$ cat src/rtl/uart_tx_feeder.sv
// Byte FIFO that paces host writes into one UART transmitter using its busy flag.
// Define UART_FEED_OVF_EN to add the sticky ovf port that flags dropped writes.
module uart_tx_feeder #(
  parameter int N        = 8,
  parameter int DEPTH    = 16,
  parameter int BUSY_TMO = 15,
  parameter int GAP      = 0
) (
  input  logic                   clk,
  input  logic                   rst,
  input  logic                   wr_en,
  input  logic [N-1:0]           wr_data,
  output logic                   full,
  output logic                   empty,
  output logic [$clog2(DEPTH):0] count,
  input  logic                   uart_busy,
  output logic [N-1:0]           data,
  output logic                   up_data,
  output logic                   tx_active
`ifdef UART_FEED_OVF_EN
  ,
  output logic                   ovf
`endif
);

  localparam int AW   = $clog2(DEPTH);
  localparam int CW   = AW + 1;
  localparam int TMAX = (BUSY_TMO > GAP) ? BUSY_TMO : GAP;
  localparam int TW   = $clog2(TMAX + 2);

  localparam logic [CW-1:0] FULL_CNT = CW'(DEPTH);
  localparam logic [TW-1:0] TMO_LAST = TW'(BUSY_TMO - 1);
  localparam logic [TW-1:0] GAP_LAST = TW'(GAP);

  typedef enum logic [2:0] {
    ST_IDLE,
    ST_LOAD,
    ST_WAIT_BUSY,
    ST_WAIT_DONE,
    ST_GAP
  } state_t;

  state_t        r_state;
  state_t        w_state_next;
  logic [TW-1:0] r_cnt;
  logic [TW-1:0] w_cnt_next;

  logic [N-1:0]  r_mem [DEPTH];
  logic [AW-1:0] r_wr_ptr;
  logic [AW-1:0] r_rd_ptr;
  logic [CW-1:0] r_count;
  logic [CW-1:0] w_count_next;
  logic          r_full;
  logic          r_empty;
  logic [N-1:0]  r_data;

  logic          w_pop;
  logic          w_load;
  logic          w_wr_acc;

  // The FSM pops exactly during its LOAD cycle, which lets a write into a full FIFO land.
  assign w_pop    = (r_state == ST_LOAD);
  assign w_wr_acc = wr_en && (!r_full || w_pop);

  always_comb begin
    w_count_next = r_count;
    case ({w_wr_acc, w_pop})
      2'b10:   w_count_next = r_count + CW'(1);
      2'b01:   w_count_next = r_count - CW'(1);
      default: w_count_next = r_count;
    endcase
  end

  always_ff @(posedge clk) begin
    if (w_wr_acc) begin
      r_mem[r_wr_ptr] <= wr_data;
    end
  end

  always_ff @(posedge clk or posedge rst) begin
    if (rst) begin
      r_wr_ptr <= '0;
      r_rd_ptr <= '0;
      r_count  <= '0;
      r_full   <= 1'b0;
      r_empty  <= 1'b1;
    end else begin
      if (w_wr_acc) begin
        r_wr_ptr <= r_wr_ptr + AW'(1);
      end
      if (w_pop) begin
        r_rd_ptr <= r_rd_ptr + AW'(1);
      end
      r_count <= w_count_next;
      r_full  <= (w_count_next == FULL_CNT);
      r_empty <= (w_count_next == '0);
    end
  end

  // One counter serves both the busy-rise timeout and the inter-frame gap.
  always_comb begin
    w_state_next = r_state;
    w_cnt_next   = '0;
    w_load       = 1'b0;
    case (r_state)
      ST_IDLE: begin
        if (!r_empty && !uart_busy) begin
          w_state_next = ST_LOAD;
          w_load       = 1'b1;
        end
      end
      ST_LOAD: begin
        w_state_next = ST_WAIT_BUSY;
      end
      ST_WAIT_BUSY: begin
        if (uart_busy) begin
          w_state_next = ST_WAIT_DONE;
        end else if (r_cnt == TMO_LAST) begin
          w_state_next = ST_GAP;
        end else begin
          w_cnt_next = r_cnt + TW'(1);
        end
      end
      ST_WAIT_DONE: begin
        if (!uart_busy) begin
          w_state_next = ST_GAP;
        end
      end
      ST_GAP: begin
        if (r_cnt == GAP_LAST) begin
          w_state_next = ST_IDLE;
        end else begin
          w_cnt_next = r_cnt + TW'(1);
        end
      end
      default: begin
        w_state_next = ST_IDLE;
      end
    endcase
  end

  // Data is captured on entry to LOAD so it is already valid while up_data is high.
  always_ff @(posedge clk or posedge rst) begin
    if (rst) begin
      r_state <= ST_IDLE;
      r_cnt   <= '0;
      r_data  <= '0;
    end else begin
      r_state <= w_state_next;
      r_cnt   <= w_cnt_next;
      if (w_load) begin
        r_data <= r_mem[r_rd_ptr];
      end
    end
  end

`ifdef UART_FEED_OVF_EN
  logic w_drop;
  logic r_ovf;

  assign w_drop = wr_en && r_full && !w_pop;

  always_ff @(posedge clk or posedge rst) begin
    if (rst) begin
      r_ovf <= 1'b0;
    end else if (w_drop) begin
      r_ovf <= 1'b1;
    end
  end

  assign ovf = r_ovf;
`endif

  assign full      = r_full;
  assign empty     = r_empty;
  assign count     = r_count;
  assign data      = r_data;
  assign up_data   = (r_state == ST_LOAD);
  assign tx_active = (r_state != ST_IDLE);

endmodule

$ cat config.mk
export PLATFORM = sky130hd
export DESIGN_NAME = uart_tx_feeder
export DESIGN_NICKNAME = d
export VERILOG_FILES = /design/src/rtl/uart_tx_feeder.sv
export SDC_FILE = /design/constraint.sdc
export NUM_CORES = 1
export LEC_CHECK = 0
export BUFFER_PORTS_ARGS = -buffer_cell sky130_fd_sc_hd__clkbuf_2
export CAP_MARGIN = 15
export CORE_ASPECT_RATIO = 0.5
export CORE_MARGIN = 8
export CORE_UTILIZATION = 55
export DETAILED_ROUTE_END_ITERATION = 8
export PLACE_DENSITY = 0.72
export SETUP_SLACK_MARGIN = 0.2
export SLEW_MARGIN = 20
export SYNTH_ARGS = -nofsm -noshare
export SYNTH_HDL_FRONTEND = slang
export SYNTH_SLANG_ARGS = --single-unit
$ cat constraint.sdc
create_clock -name clk -period 2.75 [get_ports clk]
set_input_delay 0.1375 -clock clk [delete_from_list [all_inputs] [get_ports clk]]
set_output_delay 0.1375 -clock clk [all_outputs]
set_load 0.02 [all_outputs]
# ---- Word level (Yosys, flattened, before mapping)
# Memories as Yosys holds them, arrays and structs flattened. A register that Yosys moved wholly into a read port is not among the register bits.
# Cells that the tools add are included.
dict set report word_totals {
  regBits 23
  wordCells 51
  ramBits 128
  output_inout_bits 17
  memories 1
}
# memory words word_bits rd rd_ports_with_merged_regs write_ports line_no
set memory_table {}
lappend memory_table {r_mem 16 8 1 1 1 48} ;# logic [N-1:0] r_mem [DEPTH];
dict set report op_classes {
  n_reduce_logical 11
  muxes 15
  addsub 5
  n_eq_ne 12
}
# operator count
set op_table {}
lappend op_table {{case mux 5 bit (2 select lines)} 2}
lappend op_table {{two-way mux 3 bit} 5}
lappend op_table {{two-way mux 5 bit} 3}
lappend op_table {{case mux 3 bit (5 select lines)} 1}
lappend op_table {{adder 5 x 1 -> 5 bit, second input constant} 2}
lappend op_table {{zero test 5 bit} 2}
lappend op_table {{adder 4 x 1 -> 4 bit, second input constant} 2}
lappend op_table {{== test 3 x 2 -> 1 bit, second input constant} 2}
lappend op_table {{!= test 2 bit, second input constant} 3}
lappend op_table {{== test 5 x 4 -> 1 bit, second input constant} 1}
lappend op_table {{== test 5 bit, second input constant} 1}
lappend op_table {{subtractor 5 x 1 -> 5 bit, second input constant} 1}
lappend op_table {{two-way mux 1 bit} 4}
lappend op_table {{AND reduction 4 bit} 1}
lappend op_table {{== test 3 x 1 -> 1 bit, second input constant} 1}
lappend op_table {{== test 3 bit, second input constant} 1}
lappend op_table {{zero test 1 bit} 3}
lappend op_table {{zero test 3 bit} 1}
lappend op_table {{!= test 3 bit, second input constant} 1}
lappend op_table {{nonzero test 3 bit} 1}
lappend op_table {{== test 2 x 1 -> 1 bit, second input constant} 1}
lappend op_table {{== test 2 bit, second input constant} 1}
lappend op_table {{logical AND 1 bit} 2}
lappend op_table {{logical OR 1 bit} 1}

# ---- Longest topological paths before layout
# Gate-level depths: netlist of run 1.
dict set report logic_depth {
  ltp_word 6
  depth_mapped 14
  ltp_nobuf 11
}

# ---- Worst setup path before layout of run 1
# OpenSTA, ideal clock, no wires.
dict set report synth_timing {
  path_kind {reg-to-reg}
  from {register r_state[1]}
  to {register r_full (netlist: full)}
  period_less_slack_ps 2993
  stages_incl_launch_ff 15
  arrival_time_ps 2888
  path_buffers 3
  setup_slack_ps -243
  path_cell_list {dfrtp_1 buf_2 nor3b_4 o21a_1 buf_2 inv_2 ha_1 buf_2 xor2_1 ha_1 o21ai_0 a221oi_1 o221ai_1 xnor2_2 nor4b_1}
}
dict set report synth_between {
  elab_chain_len 6
  elab_cells_between_ends 7
  cone_classes {4 x eq/ne; 1 x mux; 2 x reduce/logical}
}
# item line_no
set synth_lines {}
lappend synth_lines {{start: declaration} 43} ;# state_t r_state;
lappend synth_lines {{start signal: assignment} 149} ;# r_state <= w_state_next;
lappend synth_lines {{== test 3 x 1 -> 1 bit *} n/a}
lappend synth_lines {{named net up_data} 18} ;# output logic up_data,
lappend synth_lines {{logical OR 1 bit} 63} ;# assign w_wr_acc = wr_en && (!r_full || w_pop);
lappend synth_lines {{logical AND 1 bit} 63}
lappend synth_lines {{== test 2 x 1 -> 1 bit or == test 2 bit (tied branches)} 67} ;# case ({w_wr_acc, w_pop})
lappend synth_lines {{case mux 5 bit (2 select lines) *} 67}
lappend synth_lines {{named net w_count_next[4]} 52} ;# logic [CW-1:0] w_count_next;
lappend synth_lines {{== test 5 bit *} 95} ;# r_full <= (w_count_next == FULL_CNT);
lappend synth_lines {{end signal: assignment} 95}
lappend synth_lines {{end: declaration} 53} ;# logic r_full;
# The timed path passes the listed nets; every way through them passes the cells marked *.
# A chain may end at the register's enable or synchronous reset.

# ---- Worst setup path after layout of run 1
dict set report layout_timing {
  from {register r_state[1]}
  to {register r_empty (netlist: empty)}
}
dict set report layout_between {
  elab_chain_len 6
  elab_cells_between_ends 7
  cone_classes {3 x eq/ne; 1 x mux; 3 x reduce/logical}
}
# item line_no
set layout_lines {}
lappend layout_lines {{== test 3 x 1 -> 1 bit *} 62} ;# assign w_pop = (r_state == ST_LOAD);
lappend layout_lines {{logical OR 1 bit} 63}
lappend layout_lines {{logical AND 1 bit} 63}
lappend layout_lines {{== test 2 x 1 -> 1 bit or == test 2 bit (tied branches)} 67}
lappend layout_lines {{case mux 5 bit (2 select lines) *} 67}
lappend layout_lines {{named net w_count_next[2]} 52}
lappend layout_lines {{zero test 5 bit *} 96} ;# r_empty <= (w_count_next == '0);
lappend layout_lines {{end signal: assignment} 96}
lappend layout_lines {{end: declaration} 54} ;# logic r_empty;
# Marks and branches as above.

==> flow_summary.yaml, run 1 <==
yosys:
  post_synth_fa_ha_maj_area_fraction_pct: 2.09
  synth_area_in_simple_gates_pct: 5.38
  synthDominantAreaCellType: "edfxtp_1"
  dominant_combinational_cell_family_by_area_after_synthesis: "multiplexers"
  netlist.area_leader.share_pct: 58.3
  synth_cells: 367
  synth.ff_latch_count: 159
  synthesized_area_fraction_occupied_by_ao_oa_aoi_and_oai_cells_pct: 3.65
  proportion_of_synthesized_area_in_mux_cells_pct: 14.0
  asyncSetResetFlopFracSynth_pct: 19.5
  parity_gate_share_of_the_synthesized_area_counting_xor_and_xnor_cells_pct: 2.11
  synth_commonest_cells: "128 x edfxtp_1, 30 x dfrtp_1, 23 x nor2_1"
  synth-edff-count: 128
  synth.lib_cells_used.distinct: 54
  syn_nets: 390
  synth.yosys.seq_area_share_pct: 70.1
  netlist_area_um2: 6590
  synth_top_cells_by_area: "edfxtp_1 58%, dfrtp_1 11%, mux4_2 7.5%, mux4_1 3.6%, ha_1 2.1%"
  synthMostInstantiatedCell: "edfxtp_1"
  syn_avg_cell_area_um2: 17.9
  ys.flop_type: "edfxtp_1"
  yosys_warnings: 0
clocking:
  cts_made_buffers: 17
  max-clock-path-buffers: 2
  total_number_of_h_tree_levels: 4
  worst_setup_hold_path_clk_slew_ps: 70
  clock_insertion_delay_worst_skew_ps: 420
  ctsRootBufferMaster: "clkbuf_16"
  cts.sink_count: 159
  cts_tree: "yes"
sta:
  worstMarginPinSlew_ps: 653
  final.hold.worst_slack_ps: 123
  timing.fmax_ghz: 0.373
  max-slew-margin-rel_pct: 56.4
  final.period_utilization_pct: 97.6
  unrepaired_setup_endpoints_after_global_routing: "yes"
  fin_setup_tns_ps: 0
  period_needed_ps: 2680
  final-max-slew-violation-count: 0
  setup_viol_count_final: 0
  fin_hold_viols: 0
  finalClockSkew_ps: 10.8
finish:
  fin_util_pct: 66.4
  multi_input_area_um2: 1850
  post_route_cells_drive_above_1_share_pct: 32.5
  post_layout_nonfiller_instances: 614
  num_antenna_cells: 0
  areaGrowthSynthToFinish_pct: 18.2
  num-fill-cells: 775
  final_cell_area_um2: 7790
  seq_area_um2: 4620
  finalNetCount: 459
power:
  power-per-cell-area_nw_per_um2: 1080
  ir_worst_vdd_mv: 0.494
  p_leak_nw: 2.84
die:
  placementRows: 28
  initial_utilization_pct: 56.1
  floorplan.core_area_um2: 11700
  floorplan.die.width_um: 171
  pin_count: 29
  die_area_um2: 15900
  floorplan.die.height_um: 93.4
status:
  run_status: "completed"
critical_path:
  worst_ep_arrival_time_ps: 3020
  r2r_endpoint: "empty$_DFF_PP1_"
  path_common_cell: "xor2_1"
  kind_of_cell_adding_the_most_delay_to_the_critical_path: "simple AND/OR/NAND/NOR gates"
  category_of_the_most_critical_setup_path: "reg -> reg"
  slowest_library_cell_on_the_worst_path: "dfrtp_1"
  worst-r2r-cell-count: 12
  endpoint_kind: "flip-flop"
  startpoint_type_of_the_worst_setup_path: "flip-flop"
  cp.required_ps: 3090
  path_cells: "nor3b_4 -> o21a_2 -> clkinv_4 -> ha_4 -> xor2_1 -> ha_2 -> buf_4 -> a21oi_1 -> xor2_1 -> nor2_1 -> xor2_1 -> nor4_2"
  r2r_setup_slack_ps: 70
  buf_inv_on_cp: 2
  crit_path_max_fanout: 5
  critical_path.max_stage_delay_ps: 420
  r2r-start: "r_state[1]$_DFFE_PP0P_"
global_route:
  number_of_antenna_violations_at_the_first_check_in_global_routing: 0
  grt_remaining_overflow: 0
  first_global_vias: 3733
  grt_start_max_net_pins: 32
  first_pass_grt_wire_length_mm: 22.0
  groute.usage.overall_pct: 19.0
placed_design:
  dpl_wire_length_mm: 9.08
  gp_congestion: 0.771
  buffer_ports.inserted: 28
  dpl.cell_count: 569
  post_dp_cell_area_um2: 7050
hold_path:
  hold_path_end: "data[7]$_DFFE_PP0P_"
  hold_path_depth: 3
  hold_path_startpoint: "uart_busy"
  holdCritPathClass: "in -> reg"
detailed_routing:
  drt_wl_total_mm: 14.4
  drtPass1Iterations: 6
  via_count: 3618
  route.detailed.wl_per_inst_um: 23.5
  drc_errors: 0
  ant_nets: 0
  vias_per_cell: 5.89
  detail_route.iter0.violations: 338
job:
  drv_cap: 0
## metrics by stage
step | total power, W | setup slack (ps)
floorplan | 0.00516 | -159
global route | 0.00878 | -82.7
detailed placement | 0.00589 | -56.2
CTS | 0.00827 | 217
finish | 0.00841 | 65.8
global placement | 0.00578 | 188
## flip-flops by register name, indices dropped and copies added, names as in the netlist
register	flops
full	1
r_rd_ptr	4
r_cnt	5
count	5
empty	1
data	8
r_state	3
r_mem	128
r_wr_ptr	4
## final cells by class
type                            instances  area share (%)
Clock inverter                         14            2.02
Inverter                               14           0.739
Clock buffer                           18            5.51
Sequential cell                       159            59.3
Timing Repair Buffer                   69            5.99
Multi-Input combinational cell        175            23.7
Tap cell                              165            2.65
## cells in the final DEF (no fill, tap or decap), types with 7 or more instances in the layout
master,count
a22oi_1,7
mux4_2,22
buf_4,38
mux2i_1,8
nor2_1,23
inv_1,13
edfxtp_1,128
clkbuf_16,17
nand2_1,9
dfrtp_1,29
ha_1,9
clkbuf_2,28
mux4_1,9
xnor2_1,8
mux2_2,10
## kinds of logic after synthesis
| family | count (synthesis) |
|---|---|
| xor+xnor | 15 |
| flops | 159 |
| fa+ha+maj | 11 |
| simple gates | 65 |
| mux | 49 |
| compound gates | 35 |
| buf+inv | 33 |
## how the worst max path moves through the flow
stage	from	cells past startpoint	end	slack, ps
after detailed placement	r_state[0]$_DFFE_PP0P_	11	full$_DFF_PP0_	-60
after floorplan	r_state[2]$_DFFE_PP0P_	14	full$_DFF_PP0_	-160
after global placement	r_state[0]$_DFFE_PP0P_	11	full$_DFF_PP0_	190
after CTS	r_state[0]$_DFFE_PP0P_	11	full$_DFF_PP0_	220
after global routing	r_state[1]$_DFFE_PP0P_	12	full$_DFF_PP0_	-80
final	r_state[1]$_DFFE_PP0P_	12	empty$_DFF_PP1_	70
## where the power goes
group / switching, W / total (W) / internal (W)
clock: 0.000976 / 0.00233 / 0.00136
combinational: 0.00145 / 0.00272 / 0.00127
sequential: 0.000356 / 0.00336 / 0.00300
total: 0.00278 / 0.00841 / 0.00563
## metal layers
layer	vias to the layer above	part of all wire, %	GRT usage (%)	routed length (um)
li1	1580	-	-	-
met1	1873	42	25.0	6110
met2	143	48	30.4	6970
met3	22	7.3	4.71	1050
met4	0	2.1	7.61	310
met5	-	0	0	0
## tightest hold or removal path, cell delays in order
cell	delay, ps
clkbuf_2	150
nor4_2	90
a31oi_1	120
## repair_timing
item	in CTS	in global routing
resized for setup	4	7
setup buffers	1	11
hold endpoints to repair	30	0
hold buffers	1	0
pin swaps	2	4
setup endpoints to repair	3	3
No activity file was read; power rests on OpenSTA's default activity.
==> inputs of run 2 (changes only) <==
Settings changed: CORE_UTILIZATION 55 to 50, PLACE_DENSITY 0.72 to 0.66.
==> run 2 against run 1 <==
Effect of this change: cell count grew 0.81%; worst setup slack improved by 170 ps; clock power shrank 6%; flip-flop and latch count unchanged; sequential share of layout area grew 0.36 points; highest routed layer unchanged.
==> flow_summary.yaml, run 2 (synthesis results as in run 1) <==
power:
  internal_power_w: 0.00548
  netSwitchingPower_w: 0.00268
  power-per-cell-area_nw_per_um2: 1050
  p_leak_nw: 2.80
  ir_worst_vdd_mv: 0.581
  clock_power_share_pct: 26.7
  power_frac_seq_pct: 40.7
  switching_share_pct: 32.9
  share_comb_of_total_power_pct: 32.6
detailed_routing:
  vias_per_cell: 5.87
  via_count: 3634
  drc_errors: 0
  route.detailed.wl_per_inst_um: 22.5
  drt_wl_total_mm: 13.9
  ant_nets: 0
  drtPass1Iterations: 5
  detail_route.iter0.violations: 301
finish:
  finalNetCount: 459
  num_antenna_cells: 0
  largest_register_ffs: 128
  fin_util_pct: 60.6
  post_route_cells_drive_above_1_share_pct: 31.6
  layout_common_cells: "128 x edfxtp_1, 40 x buf_4, 30 x dfrtp_1, 28 x clkbuf_2, 23 x nor2_1"
  largest_register: "r_mem"
  multi_input_area_um2: 1850
  areaGrowthSynthToFinish_pct: 17.5
  layout_commonest_cell: "edfxtp_1"
  num-fill-cells: 918
  seq_area_um2: 4620
critical_path:
  slowest_library_cell_on_the_worst_path: "dfrtp_1"
  category_of_the_most_critical_setup_path: "reg -> reg"
  cp.depth: 11
  endpoint_kind: "flip-flop"
  crit_path_max_fanout: 4
  kind_of_cell_adding_the_most_delay_to_the_critical_path: "compound AO/OA/AOI/OAI gates"
  path_cells: "nor3b_4 -> o21a_2 -> clkinv_4 -> ha_4 -> xor2_2 -> ha_2 -> o21ai_2 -> a221oi_2 -> o221ai_2 -> xnor2_2 -> nor4_1"
  worst_ep_arrival_time_ps: 2830
  buf_inv_on_cp: 1
  cp.required_ps: 3060
  critical_path.max_stage_delay_ps: 410
  worst-r2r-cell-count: 11
  startpoint_type_of_the_worst_setup_path: "flip-flop"
job:
  drv_cap: 0
global_route:
  first_pass_grt_wire_length_mm: 21.9
  number_of_antenna_violations_at_the_first_check_in_global_routing: 0
  first_global_vias: 3775
  grt_remaining_overflow: 0
  grt_start_max_net_pins: 32
  groute.usage.overall_pct: 16.7
clocking:
  cts.sink_count: 159
  cts_tree: "yes"
  cts_made_buffers: 17
  ctsRootBufferMaster: "clkbuf_16"
  worst_setup_hold_path_clk_slew_ps: 60
  clock_insertion_delay_worst_skew_ps: 410
  total_number_of_h_tree_levels: 4
  max-clock-path-buffers: 2
sta:
  max-slew-margin-rel_pct: 58.8
  unrepaired_setup_endpoints_after_global_routing: "yes"
  fin_hold_viols: 0
  timing.fmax_ghz: 0.397
  worstMarginPinSlew_ps: 616
  setup_viol_count_final: 0
  final.period_utilization_pct: 91.6
  fin_setup_tns_ps: 0
  period_needed_ps: 2520
  finalClockSkew_ps: 7.57
  final-max-slew-violation-count: 0
die:
  pin_count: 29
  floorplan.core_area_um2: 12800
  placementRows: 29
  floorplan.die.height_um: 97.2
  floorplan.die.width_um: 178
  initial_utilization_pct: 51.6
  die_area_um2: 17300
placed_design:
  buffer_ports.inserted: 28
  dpl_wire_length_mm: 8.97
  gp_congestion: 0.911
status:
  run_status: "completed"
hold_path:
  hold_path_depth: 3
  holdCritPathClass: "in -> reg"
-- run 2: cell types whose count changed in the layout (fill, tap and decap cells not counted), moves of 2 or more --
cell,before,now
buf_4,38,40
clkbuf_1,1,3
clkinvlp_4,2,4
inv_8,3,0
clkinv_2,2,0
-- run 2: per-layer routing --
layer / up-vias / part of all wire, % / wire, um / track usage (%)
met5: - / 0 / 0 / 0
met4: 0 / 1.9 / 262 / 6.25
met3: 28 / 6.4 / 895 / 4.11
met2: 150 / 47 / 6550 / 25.2
met1: 1869 / 45 / 6240 / 23.0
li1: 1587 / - / - / -
-- run 2: stage by stage --
stage	hold slack, ps	setup WS, ps	instances	power [W]	instance area (um^2)
2_1_floorplan	236	-159	367	0.00516	6620
3_3_place_gp	227	183	575	0.00575	7060
3_5_place_dp	240	-51.6	575	0.00586	7060
4_1_cts	69.1	200	613	0.00815	7680
5_1_grt	132	74.2	619	0.00854	7740
6_report	79.6	232	619	0.00816	7740
-- run 2: layout make-up --
cell class / instances / area share, %
Clock inverter: 12 / 1.44
Sequential cell: 159 / 59.7
Timing Repair Buffer: 69 / 5.82
Inverter: 14 / 0.744
Tap cell: 170 / 2.75
Multi-Input combinational cell: 175 / 23.9
Clock buffer: 20 / 5.64
-- run 2: worst paths after layout --
check	start	to	slack, ps
max	r_state[1]$_DFFE_PP0P_	empty$_DFF_PP1_	230
min	uart_busy	r_state[0]$_DFFE_PP0P_	80
max reg2reg	r_state[1]$_DFFE_PP0P_	empty$_DFF_PP1_	230
min reg2reg	r_cnt[0]$_DFF_PP0_	r_cnt[0]$_DFF_PP0_	510
max in group asynchronous	rst	empty$_DFF_PP1_	2070
min in group asynchronous	rst	r_cnt[0]$_DFF_PP0_	340
-- run 2: power groups by stage --
stage | logic (W) | registers, W | clock network [W]
after floorplan | 0.00186 | 0.00331 | 0
after global placement | 0.00242 | 0.00332 | 0
after detailed placement | 0.00250 | 0.00336 | 0
after CTS | 0.00263 | 0.00331 | 0.00221
after global routing | 0.00287 | 0.00336 | 0.00230
final | 0.00266 | 0.00332 | 0.00218
-- run 2: timing repair --
item | 4_1_cts | 5_1_grt
hold buffers | 1 | 0
gates resized for setup | 4 | 4
pin swaps | 4 | 4
setup buffers | 5 | 6
setup endpoints to repair | 3 | 3
hold endpoints to repair | 30 | 0
-- run 2: worst register-to-register path, cell delays in order, from the launching register on --
cell,delay (ps)
dfrtp_1,410
nor3b_4,230
o21a_2,210
clkinv_4,70
ha_4,170
xor2_2,130
ha_2,230
o21ai_2,60
a221oi_2,290
o221ai_2,160
xnor2_2,170
nor4_1,280
